[src/rtl/mul_step_seq_pkg.sv]
// -----------------------------------------------------------------------------
// mul_step_pkg
// Shared definitions for the iterative multiply sequencer and the AD adder
// chain it drives.
//   AD_S_PASS / AD_S_ADD / AD_S_SUB : AD function-select codes (mode M=0)
//   state_e                         : sequencer states IDLE, STEP, DONE
// -----------------------------------------------------------------------------
package mul_step_pkg;

    localparam logic [3:0] AD_S_PASS = 4'b0000;   // F = A        (CIN=0)
    localparam logic [3:0] AD_S_ADD  = 4'b0110;   // F = A + B    (CIN=0)
    localparam logic [3:0] AD_S_SUB  = 4'b1001;   // F = A + ~B + CIN, CIN=1 gives A - B

    typedef enum logic [1:0] {
        IDLE = 2'd0,
        STEP = 2'd1,
        DONE = 2'd2
    } state_e;

endpackage

[src/rtl/mul_step_seq_if.sv]
// -----------------------------------------------------------------------------
// mul_step_seq_if
// Request/response bundle between a multiply requester and mul_step_seq.
//   START        : begin a multiply (requester -> sequencer)
//   MPLIER/MCAND : operands, captured on an accepted START
//   UNS          : unsigned select, present only with MULSTEP_UNSIGNED_EN
//   BUSY/DONE    : status, DONE is a one-cycle completion pulse
//   PROD         : registered 2*WIDTH product {ACC, MQ}
// Modports: master = requester side, slave = sequencer side.
// Optional feature macro: MULSTEP_UNSIGNED_EN.
// -----------------------------------------------------------------------------
interface mul_step_seq_if #(
    parameter int WIDTH = 36
);

    logic                 START;
    logic [WIDTH-1:0]     MPLIER;
    logic [WIDTH-1:0]     MCAND;
`ifdef MULSTEP_UNSIGNED_EN
    logic                 UNS;
`endif
    logic                 BUSY;
    logic                 DONE;
    logic [2*WIDTH-1:0]   PROD;

`ifdef MULSTEP_UNSIGNED_EN
    modport master (output START, MPLIER, MCAND, UNS, input BUSY, DONE, PROD);
    modport slave  (input START, MPLIER, MCAND, UNS, output BUSY, DONE, PROD);
`else
    modport master (output START, MPLIER, MCAND, input BUSY, DONE, PROD);
    modport slave  (input START, MPLIER, MCAND, output BUSY, DONE, PROD);
`endif

endinterface

[src/rtl/mul_step_seq.sv]
// -----------------------------------------------------------------------------
// mul_step_seq
// Iterative WIDTH x WIDTH two's-complement multiplier sequencer. Each STEP
// cycle it asks the external AD chain for ACC (+/-) MCR or a pass-through,
// then shifts {X, AD_F, MQ} right by one into {ACC, MQ}. After WIDTH steps
// {ACC, MQ} holds the 2*WIDTH product.
// Ports:
//   clk, reset          : clock, synchronous active-high reset
//   bus (slave)         : START/MPLIER/MCAND[/UNS] in, BUSY/DONE/PROD out
//   AD_S, AD_M, AD_A,
//   AD_B, AD_CIN        : drive to the AD chain (from registered state only)
//   AD_F, AD_COUT       : combinational return from the AD chain
// Optional feature macro: MULSTEP_UNSIGNED_EN adds bus.UNS; when captured
// high the product is unsigned.
// -----------------------------------------------------------------------------
module mul_step_seq
    import mul_step_pkg::*;
#(
    parameter int WIDTH = 36,
    parameter int CNTW  = 6
) (
    input  logic              clk,
    input  logic              reset,
    mul_step_seq_if.slave     bus,
    output logic [3:0]        AD_S,
    output logic              AD_M,
    output logic [WIDTH-1:0]  AD_A,
    output logic [WIDTH-1:0]  AD_B,
    output logic              AD_CIN,
    input  logic [WIDTH-1:0]  AD_F,
    input  logic              AD_COUT
);

    generate
        if ((WIDTH % 4) != 0 || WIDTH < 8 || (1 << CNTW) <= WIDTH) begin : g_bad_param
            $error("mul_step_seq: WIDTH must be a multiple of 4, >= 8, and < 2**CNTW");
        end
    endgenerate

    state_e            state_q;
    logic              busy_q;
    logic              done_q;

    logic [WIDTH-1:0]  acc_q,   acc_d;
    logic [WIDTH-1:0]  mq_q,    mq_d;
    logic [WIDTH-1:0]  mcr_q,   mcr_d;
    logic [CNTW-1:0]   count_q, count_d;
`ifdef MULSTEP_UNSIGNED_EN
    logic              uns_q,   uns_d;
`endif

    logic              last_step;
    logic              uns_mode;
    logic [3:0]        op_s;
    logic              op_cin;
    logic              ext_bit;

    assign last_step = (count_q == CNTW'(WIDTH - 1));

`ifdef MULSTEP_UNSIGNED_EN
    assign uns_mode = uns_q;
`else
    assign uns_mode = 1'b0;
`endif

    // Step decode. The signed recoding subtracts on the last multiplier bit
    // because that bit carries negative weight. X is the true sign (or the
    // unsigned carry) of the WIDTH+1-bit partial sum, so the right shift keeps
    // the full precision of ACC.
    always_comb begin
        op_s    = AD_S_PASS;
        op_cin  = 1'b0;
        ext_bit = uns_mode ? 1'b0 : acc_q[WIDTH-1];
        if (state_q == STEP && mq_q[0]) begin
            if (last_step && !uns_mode) begin
                op_s    = AD_S_SUB;
                op_cin  = 1'b1;
                ext_bit = acc_q[WIDTH-1] ^ ~mcr_q[WIDTH-1] ^ AD_COUT;
            end else begin
                op_s    = AD_S_ADD;
                ext_bit = uns_mode ? AD_COUT
                                   : (acc_q[WIDTH-1] ^ mcr_q[WIDTH-1] ^ AD_COUT);
            end
        end
    end

    assign AD_S   = op_s;
    assign AD_M   = 1'b0;
    assign AD_A   = acc_q;
    assign AD_B   = mcr_q;
    assign AD_CIN = op_cin;

    // Datapath next-state: load operands on an accepted START, shift once
    // per STEP cycle, hold otherwise (so PROD survives DONE and IDLE).
    always_comb begin
        acc_d   = acc_q;
        mq_d    = mq_q;
        mcr_d   = mcr_q;
        count_d = count_q;
`ifdef MULSTEP_UNSIGNED_EN
        uns_d   = uns_q;
`endif
        case (state_q)
            IDLE: begin
                if (bus.START) begin
                    acc_d   = '0;
                    mq_d    = bus.MPLIER;
                    mcr_d   = bus.MCAND;
                    count_d = '0;
`ifdef MULSTEP_UNSIGNED_EN
                    uns_d   = bus.UNS;
`endif
                end
            end
            STEP: begin
                {acc_d, mq_d} = {ext_bit, AD_F, mq_q[WIDTH-1:1]};
                count_d       = count_q + 1'b1;
            end
            default: ;
        endcase
    end

    always_ff @(posedge clk) begin
        if (reset) begin
            acc_q   <= '0;
            mq_q    <= '0;
            mcr_q   <= '0;
            count_q <= '0;
`ifdef MULSTEP_UNSIGNED_EN
            uns_q   <= 1'b0;
`endif
        end else begin
            acc_q   <= acc_d;
            mq_q    <= mq_d;
            mcr_q   <= mcr_d;
            count_q <= count_d;
`ifdef MULSTEP_UNSIGNED_EN
            uns_q   <= uns_d;
`endif
        end
    end

    // Sequencer with registered BUSY/DONE. START outside IDLE is dropped.
    always_ff @(posedge clk) begin
        if (reset) begin
            state_q <= IDLE;
            busy_q  <= 1'b0;
            done_q  <= 1'b0;
        end else begin
            case (state_q)
                IDLE: begin
                    done_q <= 1'b0;
                    if (bus.START) begin
                        state_q <= STEP;
                        busy_q  <= 1'b1;
                    end
                end
                STEP: begin
                    if (last_step) begin
                        state_q <= DONE;
                        busy_q  <= 1'b0;
                        done_q  <= 1'b1;
                    end
                end
                DONE: begin
                    state_q <= IDLE;
                    done_q  <= 1'b0;
                end
                default: begin
                    state_q <= IDLE;
                    busy_q  <= 1'b0;
                    done_q  <= 1'b0;
                end
            endcase
        end
    end

    assign bus.BUSY = busy_q;
    assign bus.DONE = done_q;
    assign bus.PROD = {acc_q, mq_q};

endmodule
[src/flat_wrapper.sv]
// flat-port wrapper written by rule: the top's interface ports become plain ports
module mul_step_seq_flat import mul_step_pkg::*;
#(
    parameter int WIDTH = 36,
    parameter int CNTW  = 6
)
  (clk, reset, AD_S, AD_M, AD_A, AD_B, AD_CIN, AD_F, AD_COUT, bus_START, bus_MPLIER, bus_MCAND, bus_BUSY, bus_DONE, bus_PROD);
  mul_step_seq_if #(.WIDTH(WIDTH)) bus_i ();
  input  logic clk;
  input  logic reset;
  output logic [3:0] AD_S;
  output logic AD_M;
  output logic [WIDTH-1:0] AD_A;
  output logic [WIDTH-1:0] AD_B;
  output logic AD_CIN;
  input  logic [WIDTH-1:0] AD_F;
  input  logic AD_COUT;
  input wire logic [$bits(bus_i.START)-1:0] bus_START;
  input wire logic [$bits(bus_i.MPLIER)-1:0] bus_MPLIER;
  input wire logic [$bits(bus_i.MCAND)-1:0] bus_MCAND;
  output wire logic [$bits(bus_i.BUSY)-1:0] bus_BUSY;
  output wire logic [$bits(bus_i.DONE)-1:0] bus_DONE;
  output wire logic [$bits(bus_i.PROD)-1:0] bus_PROD;
  assign bus_i.START = bus_START;
  assign bus_i.MPLIER = bus_MPLIER;
  assign bus_i.MCAND = bus_MCAND;
  assign bus_BUSY = bus_i.BUSY;
  assign bus_DONE = bus_i.DONE;
  assign bus_PROD = bus_i.PROD;
  mul_step_seq #(.WIDTH(WIDTH), .CNTW(CNTW)) u_core (.clk(clk), .reset(reset), .bus(bus_i), .AD_S(AD_S), .AD_M(AD_M), .AD_A(AD_A), .AD_B(AD_B), .AD_CIN(AD_CIN), .AD_F(AD_F), .AD_COUT(AD_COUT));
endmodule
[config.mk]
export PLATFORM = sky130hd
export DESIGN_NAME = mul_step_seq_flat
export DESIGN_NICKNAME = d
export VERILOG_FILES = /design/src/rtl/mul_step_seq_pkg.sv /design/src/rtl/mul_step_seq_if.sv /design/src/rtl/mul_step_seq.sv /design/src/flat_wrapper.sv
export SDC_FILE = /design/constraint.sdc
export NUM_CORES = 1
export LEC_CHECK = 0
export CORE_MARGIN = 10
export CORE_UTILIZATION = 35
export DETAILED_ROUTE_END_ITERATION = 12
export GPL_ROUTABILITY_DRIVEN = 0
export PLACE_DENSITY = 0.74
export SETUP_SLACK_MARGIN = 0.3
export SLEW_MARGIN = 15
export SYNTH_ARGS = -nofsm -noshare
export SYNTH_HDL_FRONTEND = slang
export SYNTH_SLANG_ARGS = --single-unit
[constraint.sdc]
create_clock -name clk -period 1.8 [get_ports clk]
set_clock_uncertainty 0.15 [all_clocks]
set_input_delay 0.36 -clock clk [delete_from_list [all_inputs] [get_ports clk]]
set_output_delay 0.36 -clock clk [all_outputs]
set_load 0.01 [all_outputs]
==> flow_summary.toml <==
[synth]
synth_ff_type = "dfxtp_1"
syn-num-nets = 652
synth-seq-cells = 118
synth_edf_count = 0
synthArstFlopShare_pct = 0
netlist_instances = 539
yosysTopAreaCell = "dfxtp_1"
syn_area_per_cell_sq_um = 8.60
synth_area_leaders = "dfxtp_1, nand2_1, a22o_1, a311oi_1, buf_4"
ys_warn_count = 0
ys_types = 34
synth_top_cell_area_share_pct = 51.0
yosysSeqAreaShare_pct = 51.0
synth.cell_area_sq_mm = 0.00464

[power_and_ir_drop]
clkPwrFrac_pct = 44.7
intPower_mw = 6.00
combPwrFrac_pct = 18.8
p_total_mw = 8.08
p_leak_nw = 3.93
powerDensity_mw_per_mm2 = 947
seq_power_share_pct = 36.5
switchingPower_mw = 2.07
sw_frac_of_total_pct = 25.7
peakVddDrop_mv = 0.572

[critical_path]
worstReg2RegStart = "u_core.count_q[0]$_SDFFE_PP0P_"
crit_path_start_kind = "register"
cp_max_fo = 3
worst_r2r_endpoint = "u_core.AD_A[35]$_SDFFE_PP0P_"
setup.worst_path.start = "u_core.count_q[0]$_SDFFE_PP0P_"
cp.arrival_ps = 2290
endpoint = "u_core.AD_A[35]$_SDFFE_PP0P_"
ff2ff_path_depth = 8
worstPathRequired_ps = 1950
r2r_slack_ps = -340
path_class = "reg2reg"
endpoint_kind = "register"

[grt]
grt_max_degree = 42
antenna_found_initial = 1
grt_usage_pct = 18.9
first_global_vias = 5029
grt_pass1_wl_um = 27800
grt_overflow = 0

[routing]
detail_route.wl_per_cell_um = 20.7
vias = 5011
first_iter_violations = 208
highest_layer = "met4"
drc = 0
ant_nets = 0
wl_met3_um = 1740
via_per_inst = 5.08
wl_um = 20400
wl_met1_um = 8060
wl_met2_um = 10200
drt_pass1_iterations = 4

[status]
status = "finished, violations left"
violations = "setup timing"

[floorplan]
die_h_um = 135
core_sq_mm = 0.0128
die_area_sq_mm = 0.0182
initial_core_util_pct = 36.3
fp.dieW_um = 135
ioPinCount = 264
rows = 41

[sta]
finalCritPeriodShare_pct = 119
layout_setup_ws_ps = -337
finalMaxSlewViolations = 0
timing.final.hold_violations = 0
fin_tns_setup_ps = -1810
period_needed_ps = 2140
clock.fmax_mhz = 468
setup_viol = 6
rsz0062_at_grt = "true"

[cts]
root_buffer = "clkbuf_16"
cts_buffer_depth = 2
cts.sinks = 118
ctsHoldBuffers = 0
cts_tree = "done"
htreeDepth = 4
numCtsBuffers = 17
cts.clk_slew.worst_paths_ps = 60
clkLatencyLatePin_ps = 420

[final_layout]
layout-drive-gt1-share_pct = 51.9
synthToLayoutAreaGrowth_pct = 84.1
finalNetCount = 913
n_fill_cell = 989
stdcell_count = 986
final_area_sq_mm = 0.00853

[flow_run]
max_cap_violations = 0

[place]
port_buffers = 262
dpl.hpwl_um = 12400
postPlaceCellArea_sq_mm = 0.00737
place_inst = 920
pre_cts_ws_ps = -302

[min_path]
hp-class = "in2reg"
## critical path, cell delays in order, from the launching register on
cell and delay (ps):
dfxtp_2 350, ha_4 140, nor4b_4 280, buf_4 180, buf_6 80, buf_6 100, a21oi_2 50, or3b_4 390
mux2_4 310
## stage by stage
stage / utilization, % / hold WS [ps]
floorplan: - / 299
global placement: 57.7 / 292
detailed placement: 57.7 / 298
CTS: 63.1 / 121
global route: 66.8 / 176
finish: 66.8 / 165
## power groups by stage
stage	Combinational, mW	Sequential, mW	Clock [mW]
after global routing	1.61	2.97	3.75
after global placement	1.29	2.96	0
after floorplan	0.464	3.03	0
final	1.51	2.95	3.61
after CTS	1.34	2.93	3.63
after detailed placement	1.31	2.97	0
## state kept, by name (all words and copies together), names as in the netlist
signal / flops
u_core.AD_A: 36
u_core.AD_B: 36
u_core.mq_q: 36
u_core.count_q: 6
u_core.state_q: 2
u_core.bus.BUSY: 1
u_core.bus.DONE: 1
## final cells by class
| class | instances | area [sq um] | area share, % |
|---|---|---|---|
| antenna | 1 | 2.50 | 0.0293 |
| clock buffer | 23 | 478 | 5.60 |
| clock inverter | 9 | 148 | 1.73 |
| inverter | 1 | 3.75 | 0.0440 |
| multi-input combinational | 340 | 2450 | 28.7 |
| sequential | 118 | 2440 | 28.6 |
| tap | 172 | 215 | 2.52 |
| timing repair buffer | 322 | 2800 | 32.8 |
## layer usage
| metal | global-route usage [%] | vias up |
|---|---|---|
| met5 | 0 | - |
| met4 | 6.94 | 0 |
| met3 | 8.79 | 31 |
| met2 | 31.7 | 221 |
| met1 | 20.5 | 2416 |
| li1 | - | 2343 |
## logic make-up (layout without fill, tap and decap cells)
kind of cell	count (synthesis)	in the layout	synth area share, %
AO/OA/AOI/OAI	119	119	18.8
XOR/XNOR	1	1	0.189
adder cells (fa/ha/maj)	1	1	0.270
buffers and inverters	82	355	10.1
flip-flops	118	118	51.0
multiplexers	3	3	0.783
other	1	2	0.0809
AND/OR/NAND/NOR	214	215	18.8
## synth_stat cells (3+ instances only)
library cell / instances
nor2_1: 48
a22o_1: 36
a21oi_1: 42
buf_2: 10
clkbuf_1: 27
buf_4: 40
nand2_1: 149
dfxtp_1: 118
a311oi_1: 36
buf_1: 4
o21ai_0: 3
## placed cells by master, fill, tap and decap left out, drive strengths merged, types with 2 or more instances in the layout
cell           count
a21oi             42
a22o              36
a311oi            36
buf              201
bufinv             4
clkbuf            30
clkdlybuf4s15      3
clkdlybuf4s50    109
clkinv             4
dfxtp            118
mux2               2
nand2            149
nand4              2
nor2              49
nor2b              2
nor3b              2
o21ai              3
or3b               3
## how the worst min path moves through the flow
stage / startpoint / end / slack, ps / cells after the start
after floorplan: u_core.count_q[0]$_SDFFE_PP0P_ / u_core.count_q[0]$_SDFFE_PP0P_ / 300 / 1
after detailed placement: u_core.AD_B[4]$_SDFFE_PP0P_ / u_core.AD_B[4]$_SDFFE_PP0P_ / 300 / 2
after CTS: reset / u_core.state_q[0]$_SDFFE_PP0P_ / 120 / 2
after global routing: reset / u_core.state_q[0]$_SDFFE_PP0P_ / 180 / 2
final: reset / u_core.state_q[0]$_SDFFE_PP0P_ / 160 / 2
after global placement: u_core.AD_B[29]$_SDFFE_PP0P_ / u_core.AD_B[29]$_SDFFE_PP0P_ / 290 / 2
## timing repair
action,in CTS,in global routing
buffers inserted,7,8
gates resized for setup,700,146
cloned,5,13
endpoints found under the setup margin,217,165
endpoints found under the hold margin,0,0
pin swaps,49,27
Power figures use the tool's default switching activity.
